$ cat src/rtl/vote_sequencer.sv
// ---------------------------------------------------------------------------
// vote_sequencer
//   Ballot controller sitting between the debounced candidate buttons and the
//   vote counters / LED mode logic. One ballot is armed per poll-officer
//   enable; exactly one confirmed single-button press is accepted, producing
//   a one-cycle one-hot cand_inc pulse followed by a held vote_casted
//   acknowledge. Ballots are refused in display mode and once the ballot
//   counter has saturated.
//
//   Optional feature macro: VOTE_TIMEOUT_EN
//     defined   : an ARMED state idle timer returns to IDLE after
//                 TIMEOUT_CYCLES button-free cycles, pulsing timeout.
//     undefined : ARMED waits indefinitely; timeout is tied to 0.
//
//   Ports
//     clk            in   system clock, rising edge
//     rst            in   asynchronous, active-low reset
//     mode           in   0 = voting, 1 = display
//     ballot_enable  in   poll-officer arm request (level, sampled in IDLE)
//     btn[3:0]       in   debounced buttons, bit i = candidate i+1
//     cand_inc[3:0]  out  one-hot one-cycle increment (CAST state only)
//     vote_casted    out  high for HOLD_CYCLES cycles after a cast
//     armed          out  high in ARMED and CONFIRM
//     multi_press    out  high while armed with more than one button set
//     full           out  ballot_count is all ones
//     ballot_count   out  saturating count of ballots cast
//     timeout        out  one-cycle pulse on ARMED expiry
//     state_dbg[2:0] out  current FSM state, for debug/checkers
//
//   Protocol: ballot_enable is a level request acted on only in IDLE; the
//   completion of a ballot is signalled by cand_inc (one cycle) and then
//   vote_casted (HOLD_CYCLES cycles). There is no back-pressure: the counters
//   downstream must accept cand_inc in the cycle it is high.
// ---------------------------------------------------------------------------
module vote_sequencer #(
  parameter int CONFIRM_CYCLES = 4,
  parameter int HOLD_CYCLES    = 8,
  parameter int TIMEOUT_CYCLES = 1000,
  parameter int CNT_W          = 8
) (
  input  logic             clk,
  input  logic             rst,
  input  logic             mode,
  input  logic             ballot_enable,
  input  logic [3:0]       btn,
  output logic [3:0]       cand_inc,
  output logic             vote_casted,
  output logic             armed,
  output logic             multi_press,
  output logic             full,
  output logic [CNT_W-1:0] ballot_count,
  output logic             timeout,
  output logic [2:0]       state_dbg
);

  typedef enum logic [2:0] {
    S_IDLE    = 3'd0,
    S_ARMED   = 3'd1,
    S_CONFIRM = 3'd2,
    S_CAST    = 3'd3,
    S_ACK     = 3'd4,
    S_RELEASE = 3'd5
  } state_t;

  localparam int CONF_W = $clog2(CONFIRM_CYCLES + 1);
  localparam int HOLD_W = $clog2(HOLD_CYCLES + 1);

  state_t            state_q, state_d;
  logic [1:0]        idx_q, idx_d;
  logic [CONF_W-1:0] conf_q, conf_d;
  logic [HOLD_W-1:0] hold_q, hold_d;
  logic [3:0]        idx_mask;
  logic [1:0]        btn_idx;
  logic              one_btn;
  logic              many_btn;
  logic              expire;

  // Exactly one bit set: non-zero and clearing the lowest set bit leaves zero.
  assign one_btn  = (btn != 4'b0000) && ((btn & (btn - 4'd1)) == 4'b0000);
  assign many_btn = (btn != 4'b0000) && !one_btn;
  assign idx_mask = 4'b0001 << idx_q;

  always_comb begin
    btn_idx = 2'd0;
    for (int i = 3; i >= 0; i--) begin
      if (btn[i]) btn_idx = 2'(i);
    end
  end

`ifdef VOTE_TIMEOUT_EN
  localparam int TO_W = $clog2(TIMEOUT_CYCLES + 1);
  logic [TO_W-1:0] to_q, to_d;

  // Counts button-free cycles while ARMED; any button activity or leaving
  // ARMED restarts it.
  assign expire = (state_q == S_ARMED) && (btn == 4'b0000) &&
                  (to_q == TO_W'(TIMEOUT_CYCLES - 1));

  always_comb begin
    to_d = '0;
    if ((state_q == S_ARMED) && (btn == 4'b0000) && !expire) to_d = to_q + 1'b1;
  end

  always_ff @(posedge clk or negedge rst) begin
    if (!rst) begin
      to_q    <= '0;
      timeout <= 1'b0;
    end else begin
      to_q    <= to_d;
      timeout <= expire;
    end
  end
`else
  assign expire  = 1'b0;
  assign timeout = 1'b0;
`endif

  always_comb begin
    state_d = state_q;
    idx_d   = idx_q;
    conf_d  = conf_q;
    hold_d  = hold_q;
    case (state_q)
      S_IDLE: begin
        if (ballot_enable && !mode && !full) state_d = S_ARMED;
      end
      S_ARMED: begin
        conf_d = '0;
        if (expire) begin
          state_d = S_IDLE;
        end else if (!mode && one_btn) begin
          state_d = S_CONFIRM;
          idx_d   = btn_idx;
        end
      end
      S_CONFIRM: begin
        // The last of CONFIRM_CYCLES qualifying cycles moves on to CAST.
        if (!mode && (btn == idx_mask)) begin
          if (conf_q == CONF_W'(CONFIRM_CYCLES - 1)) begin
            state_d = S_CAST;
            conf_d  = '0;
          end else begin
            conf_d = conf_q + 1'b1;
          end
        end else begin
          state_d = S_ARMED;
          conf_d  = '0;
        end
      end
      S_CAST: begin
        state_d = S_ACK;
        hold_d  = '0;
      end
      S_ACK: begin
        if (hold_q == HOLD_W'(HOLD_CYCLES - 1)) begin
          state_d = S_RELEASE;
          hold_d  = '0;
        end else begin
          hold_d = hold_q + 1'b1;
        end
      end
      S_RELEASE: begin
        // A button still held from the cast must be released before re-arming.
        if (btn == 4'b0000) state_d = S_IDLE;
      end
      default: state_d = S_IDLE;
    endcase
  end

  always_ff @(posedge clk or negedge rst) begin
    if (!rst) begin
      state_q      <= S_IDLE;
      idx_q        <= 2'd0;
      conf_q       <= '0;
      hold_q       <= '0;
      ballot_count <= '0;
    end else begin
      state_q <= state_d;
      idx_q   <= idx_d;
      conf_q  <= conf_d;
      hold_q  <= hold_d;
      if ((state_q == S_CAST) && !full) ballot_count <= ballot_count + 1'b1;
    end
  end

  // Outputs decode directly from the state register, so an asynchronous
  // reset clears them immediately.
  assign full        = &ballot_count;
  assign armed       = (state_q == S_ARMED) || (state_q == S_CONFIRM);
  assign multi_press = armed && many_btn;
  assign cand_inc    = (state_q == S_CAST) ? idx_mask : 4'b0000;
  assign vote_casted = (state_q == S_ACK);
  assign state_dbg   = state_q;

endmodule

$ cat config.mk
export PLATFORM = sky130hd
export DESIGN_NAME = vote_sequencer
export DESIGN_NICKNAME = d
export VERILOG_FILES = /design/src/rtl/vote_sequencer.sv
export SDC_FILE = /design/constraint.sdc
export NUM_CORES = 1
export LEC_CHECK = 0
export CORE_UTILIZATION = 35
export DETAILED_ROUTE_END_ITERATION = 6
export PLACE_DENSITY = 0.59
export SLEW_MARGIN = 10
export SYNTH_ARGS = -nofsm -noshare
export SYNTH_HDL_FRONTEND = slang
export SYNTH_SLANG_ARGS = --single-unit
$ cat constraint.sdc
create_clock -name clk -period 2.08 [get_ports clk]
set_input_delay 0.52 -clock clk [delete_from_list [all_inputs] [get_ports clk]]
set_output_delay 0.52 -clock clk [all_outputs]
set_load 0.02 [all_outputs]
### Yosys cells after proc, flatten, opt, wreduce, memory -nomap -nowiden

Cells that the tools add are included.

* register bits: 20
* logic and storage cells: 62

* muxes and demuxes: 17
* bitwise gates (word level): 1
* shift operators: 1
* add/subtract/negate cells: 4
* reductions and logical operators: 21
* equal/unequal tests: 13

Operators with widths (number)
* 2-to-1 mux 3 bit: 8
* case mux 3 bit (6 select lines): 1
* == test 3 x 2 -> 1 bit (second input constant): 3
* adder 8 x 1 -> 8 bit (second input constant): 1
* logical AND 1 bit: 8
* zero test 4 bit: 2
* 2-to-1 mux 2 bit: 4
* 2-to-1 mux 4 bit: 2
* case mux 4 bit (2 select lines): 1
* AND reduction 8 bit: 1
* == test 3 bit (second input constant): 2
* != test 2 bit (second input constant): 3
* case mux 3 bit (2 select lines): 1
* AND reduction 5 bit: 1
* adder 4 x 1 -> 4 bit (second input constant): 1
* bitwise AND 4 bit: 1
* == test 4 x 3 -> 1 bit (second input constant): 1
* == test 4 bit: 1
* nonzero test 2 bit: 2
* nonzero test 4 bit: 1
* << shifter 1 x 2 -> 4 bit (first input constant): 1
* subtractor 4 x 1 -> 4 bit (second input constant): 1
* adder 3 x 1 -> 3 bit (second input constant): 1
* == test 3 x 1 -> 1 bit (second input constant): 1
* other kinds (6): 8

### Logic depth before layout (Yosys ltp)

* word-level depth: 7
* depth in mapped cells: 7
* depth with buffers taken out: 7

### Least setup slack after synthesis

No wires, ideal clock.

* kind: input -> register
* start: in btn[3]
* end: reg state_q[0] (netlist: state_dbg[0])
* setup slack: -0.256 ns
* cell stages on the path: 6
* data required time: 1.958 ns
* arrival: 2.214 ns
* path buffers: 1
* path through: buf_6 or3b_1 a2111oi_2 nor3_1 or4b_4 a32o_1

* cells in the longest elaborated chain, start to end: 7
* elaborated cells between the ends (all ways): 15
* classes of those cells: add/sub: 1; eq/ne: 4; mux: 2; bitwise: 1; reduce/logical: 7

RTL lines
* start, declared: line 45 `input logic [3:0] btn,`
* subtractor 4 x 1 -> 4 bit: line 79 `assign one_btn = (btn != 4'b0000) && ((btn & (btn - 4'd1)) == 4'b0000);`
* bitwise AND 4 bit: line 79
* zero test 4 bit: line 79
* logical AND 1 bit: line 79
* logical AND 1 bit: line 131 `end else if (!mode && one_btn) begin`
* != test 2 bit (no source line)
* AND reduction 5 bit (no source line)
* end signal, assigned: line 178 `state_q <= state_d;`
* end, declared: line 68 `state_t state_q, state_d;`

Several ways; a longest one is shown, not always the timed one.
A chain may end at the register's enable or synchronous reset.

### Final worst setup path

Ends and elaborated chain as after synthesis.

==> impl_results.md <==
* Post-synth top area share at between 40% and 50%
* Initial Util at 37.9%
* Ys Warns at 0
* Slew headroom at around 66%
* Detail Route Antenna Nets at 0
* Port Buffer Count at 26
* Inserted Clock Buffers at 3
* Crit path launch type: input pin
* Iter 0 DRT Violations at 46
* Pleak at 0.000837 uW
* Most frequent cells in the layout: buf_4, dfrtp_1, nand2_1
* CTS hold repair buffers at 0
* Overall Power at approximately 1500 uW
* Critical Path End Type: flip-flop
* Fill cells at 299
* DP Area at between 1500 and 2000 sq um
* Sequential area share after synthesis at 42.2%
* Area occupied by multi-input gates at roughly 650 sq um
* Register bit total from synthesis at 20
* Leading area contributor after synthesis: dfrtp_1
* Overall routing resource usage at approximately 18%
* Vias in the first global route at 1070
* Final setup viols at 0
* Worst Slack Setup Final at between 30 and 40 ps
* Post-CTS setup buffer count at 0
* Avg Inst Size Synth at 8.79 sq um
* Slew Viols, Final at 0
* Synth Instances at ~140
* Drt first pass iters at 4
* Number of synthesized flops with an enable pin at 0
* Final instance area at between 1500 and 2000 sq um
* GP Congestion at ~0.81
* Minimum clock period at around 2000 ps
* # rows at 20
* Largest net degree at the start of global routing at 21
* Dpl ws at -653 ps
* DR vias/cell at approximately 5.0
* Crit-path cells: clkdlybuf4s15_1 -> or3b_4 -> a2111oi_4 -> nor3_2 -> or4b_4 -> a32o_1
* Clock buffer depth at 2
* Period utilization at a little under 100%
* Hold WC Path Type: reg2reg
* RSZ-0062 raised after global routing: yes
* Setup TNS at 0 ps
* Hold Vio Cnt, Final at 0
* Root buf cell: clkbuf_4
* Status: finished clean
* Skew-Pair Late Insertion Delay at slightly above 300 ps
* I/O pin cnt at 28
* Worst vdd ir at 0.000470 V
* Cell variety after synth at 40
* Crit Path Max Fanout at 3
* Non-filler instance count after layout at around 230
* Synth top area cells: dfrtp_1, nand2_1, nor3_1, xor2_1, ha_1
* DR WL/cell at around 13 microns
* Max incr delay on CP at around 500 ps
* Fmax achieved at between 400 and 500 MHz
* Max_cap viols at 0
* Async SR Flop Fraction at 100%
* TritonCTS clock tree: yes
* Crit path DAT at roughly 2300 ps
* Routed wire length at around 3000 microns
* CTS HTree Levels at 1
* Ys flop type: dfrtp_1
* Grt total ovfl at 0
* Power per cell area at around 870 nW/um^2
* Global-route wire length before repair at around 4800 microns
* Post-synth net total at between 100 and 150
* Reg area at between 500 and 600 sq um
* ANT cells at 0
* HPWL after DPL at between 2000 and 2500 microns
* Core area at 3130 sq um
* Proportion of layout cells with a drive suffix above 1 at about 29%
* CTS sink cnt at 20
* Antenna violations before repair at 0
* DR DRC count at 0
* CTS clk-pin slew, worst paths at between 100 and 150 ps
* DIE HEIGHT at about 60 microns
* Die area at roughly 3600 sq um
* CP max stage cell: or4b_4
* Worst-margin pin slew at 498 ps
* Final net count at 200
* Cells after DPL at between 200 and 250
* Clock skew at roughly 3.4 ps
* Worst Path Required at about 2300 ps
* Setup CP Type: in2reg
* Die width at 60.2 microns
* Commonest non-fill, non-tap cell in the layout: buf_4
* Mapped Area at approximately 1200 sq um
* Vias at between 1000 and 1500
* Syn-to-layout area delta at 45.8%
-- area by class of cell --
class	count	share of cell area, %
multi-input cells	100	37.8
flip-flops and latches	20	28.9
repair buffers	57	26.4
well taps	44	3.18
clock buffers	4	2.10
inverters	7	1.52
-- per-stage QoR --
| step | util, % | hold slack [ps] |
|---|---|---|
| 2_1_floorplan | - | 224 |
| 3_3_place_gp | 54.2 | 478 |
| 3_5_place_dp | 54.2 | 496 |
| 4_1_cts | 55.9 | 513 |
| 5_1_grt | 55.3 | 537 |
| 6_report | 55.3 | 508 |
-- cell families (layout without fill, tap and decap cells) --
kind of cell,count (synthesis),count (layout),share of synthesized area [%]
buffers and inverters,15,68,5.91
and+or+nand+nor,61,61,25.9
AOI/OAI and AO/OA,26,26,15.7
other,1,1,0.316
DFF,20,20,42.2
adders and majority gates,4,4,4.01
xor gates and xnor gates,8,8,5.91
-- what timing repair did --
action	CTS	global route
resized for setup	30	16
setup endpoints to repair	15	12
pin swaps	0	1
-- power by group --
part | switching [uW] | internal, uW
Combinational | 386 | 359
Sequential | 69.7 | 465
Clock | 126 | 107
-- synth_stat cells (2+ instances only) --
library cell	instances
xor2_1	5
xnor2_1	3
nor4_1	2
clkbuf_1	4
o21ai_0	6
a21oi_1	4
nor2_1	10
nand3b_1	2
ha_1	3
o31ai_1	4
nand3_1	6
nand2_1	18
and3_1	3
nor3_1	10
a21o_1	2
inv_1	7
nand4_1	3
nand2b_1	2
dfrtp_1	20
-- final timing paths --
| kind | startpoint | endpoint | slack, ps | cells past startpoint |
|---|---|---|---|---|
| max in group asynchronous | rst | idx_q[0] | 1340 | 2 |
| min in group asynchronous | rst | hold_q[1] | 540 | 2 |
| worst min register to register | conf_q[0] | conf_q[0] | 510 | 1 |
| worst max-delay path | btn[3] | state_dbg[0] | 30 | 6 |
| worst max register to register | idx_q[1] | state_dbg[0] | 40 | 5 |
| worst min-delay path | conf_q[0] | conf_q[0] | 510 | 1 |
-- worst max-delay path: cells and delay by family --
kind	cells	cell delay, ps
simple gates	3	990
compound gates	2	540
buf+inv	1	210
-- registers in the layout, summed over array words and instances, names as in the netlist --
signal / cells
idx_q: 2
conf_q: 3
ballot_count: 8
hold_q: 4
state_dbg: 3
-- per-layer routing --
| layer | vias up | track usage (%) | share of wire, % | routed length [microns] |
|---|---|---|---|---|
| met4 | 0 | 6.98 | 1.2 | 37 |
| li1 | 586 | - | - | - |
| met1 | 547 | 23.6 | 47 | 1410 |
| met2 | 18 | 30.0 | 49 | 1460 |
| met3 | 4 | 2.16 | 3.3 | 99 |
| met5 | - | 0 | 0 | 0 |
(Power assumes the default switching activity.)
